`config.mk`:
```
export PLATFORM = sky130hd
export DESIGN_NAME = alu_pipe
export DESIGN_NICKNAME = d
export VERILOG_FILES = /design/src/rtl/alu_pipe.sv
export SDC_FILE = /design/constraint.sdc
export NUM_CORES = 1
export LEC_CHECK = 0
export ABC_CLOCK_PERIOD_IN_PS = 3300
export CAP_MARGIN = 0
export CORE_UTILIZATION = 55
export DETAILED_ROUTE_END_ITERATION = 8
export PLACE_DENSITY = 0.79
export SYNTH_ARGS = -nofsm -noshare
export SYNTH_HDL_FRONTEND = slang
export SYNTH_SLANG_ARGS = --single-unit
```
`constraint.sdc`:
```
create_clock -name clk -period 3.3 [get_ports clk]
set_input_delay 0.99 -clock clk [delete_from_list [all_inputs] [get_ports clk]]
set_output_delay 0.99 -clock clk [all_outputs]
set_load 0.02 [all_outputs]
```
`src/rtl/alu_pipe.sv`:
```
// alu_pipe: two-stage pipelined ALU with valid/ready handshakes on both sides.
// Stage 1 holds the accepted request; the result is computed combinationally
// from stage 1 and registered into stage 2 (R0 and flags) when stage 1 advances.
// The carry flag is updated at that same moment, so chained ADD/SUB always see
// the carry of the preceding ADD/SUB/SLT in acceptance order, whatever the stalls.
module alu_pipe #(
  parameter int size = 8,
  parameter int n    = 3
) (
  input  logic            clk,
  input  logic            rst,
  input  logic            in_valid,
  output logic            in_ready,
  input  logic [n-1:0]    select,
  input  logic            use_carry,
  input  logic [size-1:0] R2,
  input  logic [size-1:0] R3,
  output logic            out_valid,
  input  logic            out_ready,
  output logic [size-1:0] R0,
  output logic            R0_carry,
  output logic            R0_zero,
  output logic            R0_neg,
  output logic            R0_ovf
);

  typedef enum logic [2:0] {
    OP_MOV = 3'b000,
    OP_NOT = 3'b001,
    OP_ADD = 3'b010,
    OP_SUB = 3'b011,
    OP_OR  = 3'b100,
    OP_AND = 3'b101,
    OP_SLT = 3'b110,
    OP_XOR = 3'b111
  } op_t;

  logic            s1_valid;
  op_t             s1_op;
  logic            s1_uc;
  logic [size-1:0] s1_a;
  logic [size-1:0] s1_b;
  logic            s2_valid;
  logic            carry_flag;

  logic            s1_adv;
  logic            cin;
  logic [size:0]   sum;
  logic [size:0]   diff;
  logic [size-1:0] res;
  logic            c_out;
  logic            v_out;
  logic            upd;

  // Stage 1 moves on when it holds work and stage 2 is free or draining this edge.
  // Reset gates in_ready directly so it drops asynchronously with rst.
  always_comb begin
    s1_adv    = s1_valid && (!s2_valid || out_ready);
    in_ready  = !rst && (!s1_valid || s1_adv);
    out_valid = s2_valid;
  end

  // Result and flag computation from the stage-1 operands.
  always_comb begin
    res   = '0;
    c_out = 1'b0;
    v_out = 1'b0;
    upd   = 1'b0;
    sum   = '0;
    diff  = '0;
    cin   = s1_uc & carry_flag;
    case (s1_op)
      OP_MOV: res = s1_b;
      OP_NOT: res = ~s1_a;
      OP_ADD: begin
        sum   = {1'b0, s1_a} + {1'b0, s1_b} + {{size{1'b0}}, cin};
        res   = sum[size-1:0];
        c_out = sum[size];
        v_out = (s1_a[size-1] == s1_b[size-1]) && (sum[size-1] != s1_a[size-1]);
        upd   = 1'b1;
      end
      OP_SUB: begin
        // Bit 'size' of the widened difference is set exactly when A < B + bin.
        diff  = {1'b0, s1_a} - {1'b0, s1_b} - {{size{1'b0}}, cin};
        res   = diff[size-1:0];
        c_out = diff[size];
        v_out = (s1_a[size-1] != s1_b[size-1]) && (diff[size-1] != s1_a[size-1]);
        upd   = 1'b1;
      end
      OP_OR:  res = s1_a | s1_b;
      OP_AND: res = s1_a & s1_b;
      OP_SLT: begin
        res   = {{(size-1){1'b0}}, ($signed(s1_a) < $signed(s1_b))};
        c_out = (s1_a < s1_b);
        upd   = 1'b1;
      end
      OP_XOR: res = s1_a ^ s1_b;
      default: res = '0;
    endcase
  end

  // Stage 1: capture a request on handshake, otherwise empty when it advances.
  always_ff @(posedge clk or posedge rst) begin
    if (rst) begin
      s1_valid <= 1'b0;
      s1_op    <= OP_MOV;
      s1_uc    <= 1'b0;
      s1_a     <= '0;
      s1_b     <= '0;
    end else if (in_valid && in_ready) begin
      s1_valid <= 1'b1;
      s1_op    <= op_t'(select);
      s1_uc    <= use_carry;
      s1_a     <= R2;
      s1_b     <= R3;
    end else if (s1_adv) begin
      s1_valid <= 1'b0;
    end
  end

  // Stage 2: load the computed result when stage 1 advances, drop it when consumed.
  always_ff @(posedge clk or posedge rst) begin
    if (rst) begin
      s2_valid <= 1'b0;
      R0       <= '0;
      R0_carry <= 1'b0;
      R0_zero  <= 1'b0;
      R0_neg   <= 1'b0;
      R0_ovf   <= 1'b0;
    end else if (s1_adv) begin
      s2_valid <= 1'b1;
      R0       <= res;
      R0_carry <= c_out;
      R0_zero  <= (res == '0);
      R0_neg   <= res[size-1];
      R0_ovf   <= v_out;
    end else if (s2_valid && out_ready) begin
      s2_valid <= 1'b0;
    end
  end

  // Carry flag follows ADD/SUB/SLT results in the order they are computed.
  always_ff @(posedge clk or posedge rst) begin
    if (rst) begin
      carry_flag <= 1'b0;
    end else if (s1_adv && upd) begin
      carry_flag <= c_out;
    end
  end

endmodule

```
==> results.txt, run 1 <==
top cells by area, synth = dfrtp_1 (28%), ha_1 (15%), mux2_2 (7.3%)
power per cell area = 629 nW/um^2
hold path depth = 2
total die area = 5880 sq um
drt wl/cell = 14.7 microns
Layout Cells excl Fill = 458
setup ws final = 0.258 ns
CP bufs+invs = 2
dpl hpwl = 5190 microns
logic gate share of total power = 0.581
Final Cycle Share = 0.922
post-synthesis async set-or-reset flop share = 1.00
Placed Area = 3520 sq um
final hold vios = 0
Yosys warning count = 0
Slew Limit Fails = 0
worst rel slew slack = 0.476
CTS sink count = 34
EDFF count, synth = 0
Final setup viols = 0
Crit path required time = 2.31 ns
most common cell after layout, fill and taps aside = ha_1
family with the most delay on the worst path = buffers and inverters
Hold Path Class = reg -> reg
# nets final = 453
RR Endpoint = R0_zero$_DFFE_PP0P_
slowest CP cell = clkdlybuf4s50_1
CP Launch Type = input port
Leak = 1.65 nW
result of the run = finished, final reports clean
critical path cell sequence = clkdlybuf4s50_1 > nor2b_1 > a21oi_1 > dlygate4sd2_1
GR Util All Layers = 0.254
Synth Instances = 349
Row Count = 26
vias in the first global route = 2553
Power Total = 2.27 mW
register area share after synthesis = 0.277
CTS tree = yes
final instance area = 3610 sq um
Clk pin slew, worst setup/hold paths = 0.07 ns
Initial DRC Count = 162
VDD IR max = 0.299 mV
Routed Antenna Nets = 0
clk_skew = 0.00594 ns
Via density = 5.75
Post-Synthesis Cell Area = 3070 sq um
DR vias = 2635
largest net degree at the start of global routing = 35
Area growth syn-to-layout = 17.7%
Setup WS pre-CTS = -0.0103 ns
most frequent cells in the layout = ha_1 (38), clkdlybuf4s50_1 (36), dfrtp_1 (34), nand2_1 (34), inv_1 (32)
syn avg cell area = 8.79 sq um
max frequency = 329 MHz
worst r2r path cells = 9
io pins = 38
clk_lat worst skew = 0.28 ns
# DRC = 0
IO Port Bufs = 37
Num CTS Buffers = 5
RSZ-0062 raised after global routing = no
Die Y-Extent = 76.7 microns
P_int = 1.29 mW
first-pass GRT wire length = 11900 microns
sw frac = 0.433
global placer's final weighted congestion = 0.962
final wirelength = 6760 microns
Seq pwr share = 0.279
Synthesized Nets = 415
Reg-to-Reg Start = s1_a[0]$_DFFE_PP0P_
Initial Util = 0.586
min Tclk post-route = 3.04 ns
clk buf depth = 2
WS Path Type = in -> out
Core Region = 5240 sq um
Clock power frac = 0.140
GR Overflow Total = 0
ys flop type = dfrtp_1
share of cells above drive strength 1 = 0.119
Die X = 76.7 microns
Worst R2R Setup Slack = 0.36 ns
worst-margin pin slew = 0.786 ns
Synth Register Bits = 34
Synth area leader = dfrtp_1
CTS Root Cell = clkbuf_8
max_cap viols = 0
critical hold path startpoint = R0[0]$_DFFE_PP0P_
H-tree depth = 2
Max stage delay on crit path = 0.47 ns
CP max FO = 2
Yosys top cell area share = 0.277
antenna violations before repair = 0
antenna fix cells = 0
CP endpoint kind = output port
placed cell count = 450
worst hold path endpoint = R0[0]$_DFFE_PP0P_
Synth cell types = 62
Net Switching = 985 uW
crit path DAT = 2.05 ns
first-pass iteration count of the detailed router = 4
## cell type report
cell class,instances,area (sq um)
clock inverters,1,5.00
repair buffers,48,452
inverters,33,124
well taps,70,87.6
clock buffers,7,86.3
multi-input cells,265,2010
flip-flops and latches,34,851
fillers,445,1630
## routing by layer
metal / track usage / routed length (microns) / vias up / share of wire
li1: - / - / 1300 / -
met1: 0.330 / 2840 / 1223 / 0.42
met3: 0.0369 / 468 / 18 / 0.069
met5: 0 / 0 / - / 0
met4: 0.0923 / 175 / 0 / 0.026
met2: 0.427 / 3270 / 94 / 0.48
## Yosys cell counts (all sizes together) (2+ instances only)
cell	count
nor4	3
fa	4
o22ai	2
xor2	2
a21o	3
nor2b	3
o2111ai	2
xnor2	3
nor3	4
or2	4
dfrtp	34
nand2	35
o21ai	17
inv	32
and3	2
nand3	16
nand2b	11
ha	38
buf	11
or3	2
o211ai	7
mux2	20
mux2i	3
and2	2
o21bai	4
nor2	21
clkbuf	6
a211oi	6
o32ai	2
a21oi	21
a31oi	6
## flip-flops by register name, indices dropped and copies added, names as in the netlist
signal      flops
R0              8
R0_ovf          1
s1_valid        1
s1_op           3
s1_b            8
R0_carry        1
out_valid       1
s1_uc           1
R0_zero         1
s1_a            8
carry_flag      1
## metrics by stage
step / utilization / hold WS [ns] / TNS, ns
floorplan: - / 0.480 / 0
global placement: 0.672 / 0.457 / -0.0175
detailed placement: 0.672 / 0.462 / -0.0103
CTS: 0.690 / 0.481 / 0
global route: 0.690 / 0.492 / 0
finish: 0.690 / 0.476 / 0
## power groups by stage
stage	combinational [mW]	clock [mW]	sequential, mW
5_1_grt	1.46	0.344	0.657
2_1_floorplan	0.904	0	0.664
3_3_place_gp	1.28	0	0.638
3_5_place_dp	1.30	0	0.643
6_report	1.32	0.318	0.635
4_1_cts	1.31	0.331	0.635
## what timing repair did
item	in CTS	in global routing
gates resized for setup	1	0
setup endpoints to repair	1	0
hold buffers	0	0
setup buffers	0	0
## cells by family (layout without fill, tap and decap cells)
group	Yosys count	after routing	share of synthesized area
AND/OR/NAND/NOR	110	110	0.181
buffers and inverters	50	89	0.0689
adder cells (fa/ha/maj)	42	42	0.181
multiplexers	24	24	0.0905
AO/OA/AOI/OAI	84	84	0.188
flip-flops	34	34	0.277
XOR/XNOR	5	5	0.0143
## worst min-delay path: stages, from the launching register on
cell	delay [ns]
dfrtp_1	0.34
nand2_1	0.05
nand2_1	0.05
## how the worst max path moves through the flow
| stage | startpoint | endpoint | slack, ns | cells after the start |
|---|---|---|---|---|
| 2_1_floorplan | s1_a[0]$_DFFE_PP0P_ | R0_zero$_DFFE_PP0P_ | 0.66 | 9 |
| 3_3_place_gp | out_ready | in_ready | -0.02 | 4 |
| 3_5_place_dp | out_ready | in_ready | -0.01 | 4 |
| 4_1_cts | out_ready | in_ready | 0.26 | 4 |
| 5_1_grt | s1_a[0]$_DFFE_PP0P_ | R0_zero$_DFFE_PP0P_ | 0.14 | 9 |
| 6_report | out_ready | in_ready | 0.26 | 4 |
(Power assumes the default switching activity.)
==> inputs of run 2 (changes only) <==
--- a/config.mk
+++ b/config.mk
@@ -5,11 +5,12 @@
 export SDC_FILE = /design/constraint.sdc
 export NUM_CORES = 1
 export LEC_CHECK = 0
-export ABC_CLOCK_PERIOD_IN_PS = 3300
+export ABC_CLOCK_PERIOD_IN_PS = 3900
 export CAP_MARGIN = 0
 export CORE_UTILIZATION = 55
 export DETAILED_ROUTE_END_ITERATION = 8
 export PLACE_DENSITY = 0.79
+export SLEW_MARGIN = 20
 export SYNTH_ARGS = -nofsm -noshare
 export SYNTH_HDL_FRONTEND = slang
 export SYNTH_SLANG_ARGS = --single-unit
==> constraint.sdc (replaced) <==
create_clock -name clk -period 3.9 [get_ports clk]
set_input_delay 1.17 -clock clk [delete_from_list [all_inputs] [get_ports clk]]
set_output_delay 1.17 -clock clk [all_outputs]
set_load 0.02 [all_outputs]
==> run 2 against run 1 <==
  * Final cell count fell by 1.7%
  * Sequential power fell by 15%
  * Clock skew barely moved
  * Core utilization fell by 1.1 points
  * Flip-flop and latch count did not move
  * Die area did not move
  * Worst hold slack improved by 0.00084 ns
  * Critical path depth did not move
  * Sequential share of layout area rose by 0.39 points
  * Critical path type unchanged
  * Largest cell class unchanged
==> results.txt, run 2 (synthesis results as in run 1) <==
final hold vios = 0
RR Endpoint = R0_zero$_DFFE_PP0P_
WS Path Type = in -> out
power per cell area = 536 nW/um^2
clk_lat worst skew = 0.29 ns
antenna violations before repair = 0
worst rel slew slack = 0.347
CP max FO = 2
hold buffers post-CTS = 0
max frequency = 271 MHz
Leak = 1.61 nW
max_cap viols = 0
Clk pin slew, worst setup/hold paths = 0.07 ns
Final setup viols = 0
largest net degree at the start of global routing = 26
dpl hpwl = 5290 microns
Routed Antenna Nets = 0
# DRC = 0
Hold Path Class = reg -> reg
CTS tree = yes
H-tree depth = 2
# nets final = 445
Resized cells post-CTS = 0
Area growth syn-to-layout = 15.8%
Slew Limit Fails = 0
Sum Neg Setup Slack = 0 ns
worst hold path endpoint = R0[3]$_DFFE_PP0P_
drt wl/cell = 15.0 microns
Row Count = 26
first-pass iteration count of the detailed router = 4
CP Launch Type = input port
GR Util All Layers = 0.244
IO Port Bufs = 37
hold path depth = 2
CP endpoint kind = output port
Initial DRC Count = 149
worst r2r path cells = 11
vias in the first global route = 2413
Max stage delay on crit path = 0.63 ns
result of the run = finished, final reports clean
most common cell after layout, fill and taps aside = ha_1
DR vias = 2581
Worst R2R Setup Slack = 0.92 ns
Crit path required time = 2.73 ns
Final Cycle Share = 0.945
RSZ-0062 raised after global routing = no
CTS sink count = 34
Die Y-Extent = 76.7 microns
antenna fix cells = 0
worst-margin pin slew = 0.978 ns
Placed Area = 3460 sq um
CTS Root Cell = clkbuf_8
most frequent cells in the layout = ha_1 (38), clkdlybuf4s50_1 (37), dfrtp_1 (34), nand2_1 (34), inv_1 (32)
register area = 851 sq um
min Tclk post-route = 3.69 ns
slowest CP cell = clkdlybuf4s50_1
VDD IR max = 0.250 mV
Core Region = 5240 sq um
critical hold path startpoint = R0[3]$_DFFE_PP0P_
Post-CTS Repair Setup Buffers = 0
global placer's final weighted congestion = 0.946
top flop regs = R0 x8, s1_a x8, s1_b x8
Die X = 76.7 microns
first-pass GRT wire length = 11300 microns
final wirelength = 6750 microns
Initial Util = 0.586
area of the multi-input gates = 2010 sq um
share of cells above drive strength 1 = 0.100
clk_skew = 0.00598 ns
GR Overflow Total = 0
clk buf depth = 2
crit path DAT = 2.52 ns
Via density = 5.74
io pins = 38
Num CTS Buffers = 5
final instance area = 3550 sq um
critical path cell sequence = clkdlybuf4s50_1 > nor2b_1 > a21oi_1 > clkdlybuf4s50_1
total die area = 5880 sq um
fillcell total = 453
most used cell along the critical path = clkdlybuf4s50_1
Reg-to-Reg Start = carry_flag$_DFFE_PP0P_
Power Total = 1.91 mW
==> run 2: changes by cell type in the layout (fill, tap and decap cells not counted) <==
cell	delta
clkdlybuf4s50_1	+1
buf_4	-8
dlygate4sd2_1	-1
==> run 2: report_power, final <==
| group | internal (mW) | switching, mW |
|---|---|---|
| sequential | 0.437 | 0.100 |
| clock | 0.142 | 0.130 |
| combinational | 0.491 | 0.605 |
==> run 2: final cells by class <==
class | count | area share
multi-input combinational | 265 | 0.565
tap | 70 | 0.0246
sequential | 34 | 0.239
timing repair buffer | 40 | 0.111
inverter | 33 | 0.0349
clock inverter | 1 | 0.00141
clock buffer | 7 | 0.0243
==> run 2: worst max path at each step <==
| stage | endpoint | startpoint | slack (ns) | cells past startpoint |
|---|---|---|---|---|
| finish | in_ready | out_ready | 0.21 | 4 |
| global route | in_ready | out_ready | 0.1 | 4 |
| CTS | in_ready | out_ready | 0.21 | 4 |
| detailed placement | in_ready | out_ready | 0.22 | 4 |
| global placement | in_ready | out_ready | 0.23 | 4 |
| floorplan | in_ready | out_ready | 1.12 | 2 |
==> run 2: critical path: cells and delay by family <==
kind	cells	cell delay, ns
simple gates	1	0.06
compound gates	1	0.18
buf+inv	2	1.10
==> run 2: routing by layer <==
metal	wire length [microns]	share of wire	GRT usage
met1	2960	0.44	0.308
met5	0	0	0
met4	165	0.024	0.108
met2	3260	0.48	0.407
met3	367	0.054	0.0452
==> run 2: per-stage QoR <==
stage          hold slack, ns   util  instances  worst slack, ns
2_1_floorplan           0.480      -        349             1.12
3_3_place_gp            0.457  0.661        442            0.225
3_5_place_dp            0.462  0.661        442            0.221
4_1_cts                 0.481  0.678        450            0.213
5_1_grt                 0.496  0.678        450           0.0999
6_report                0.477  0.678        450            0.214
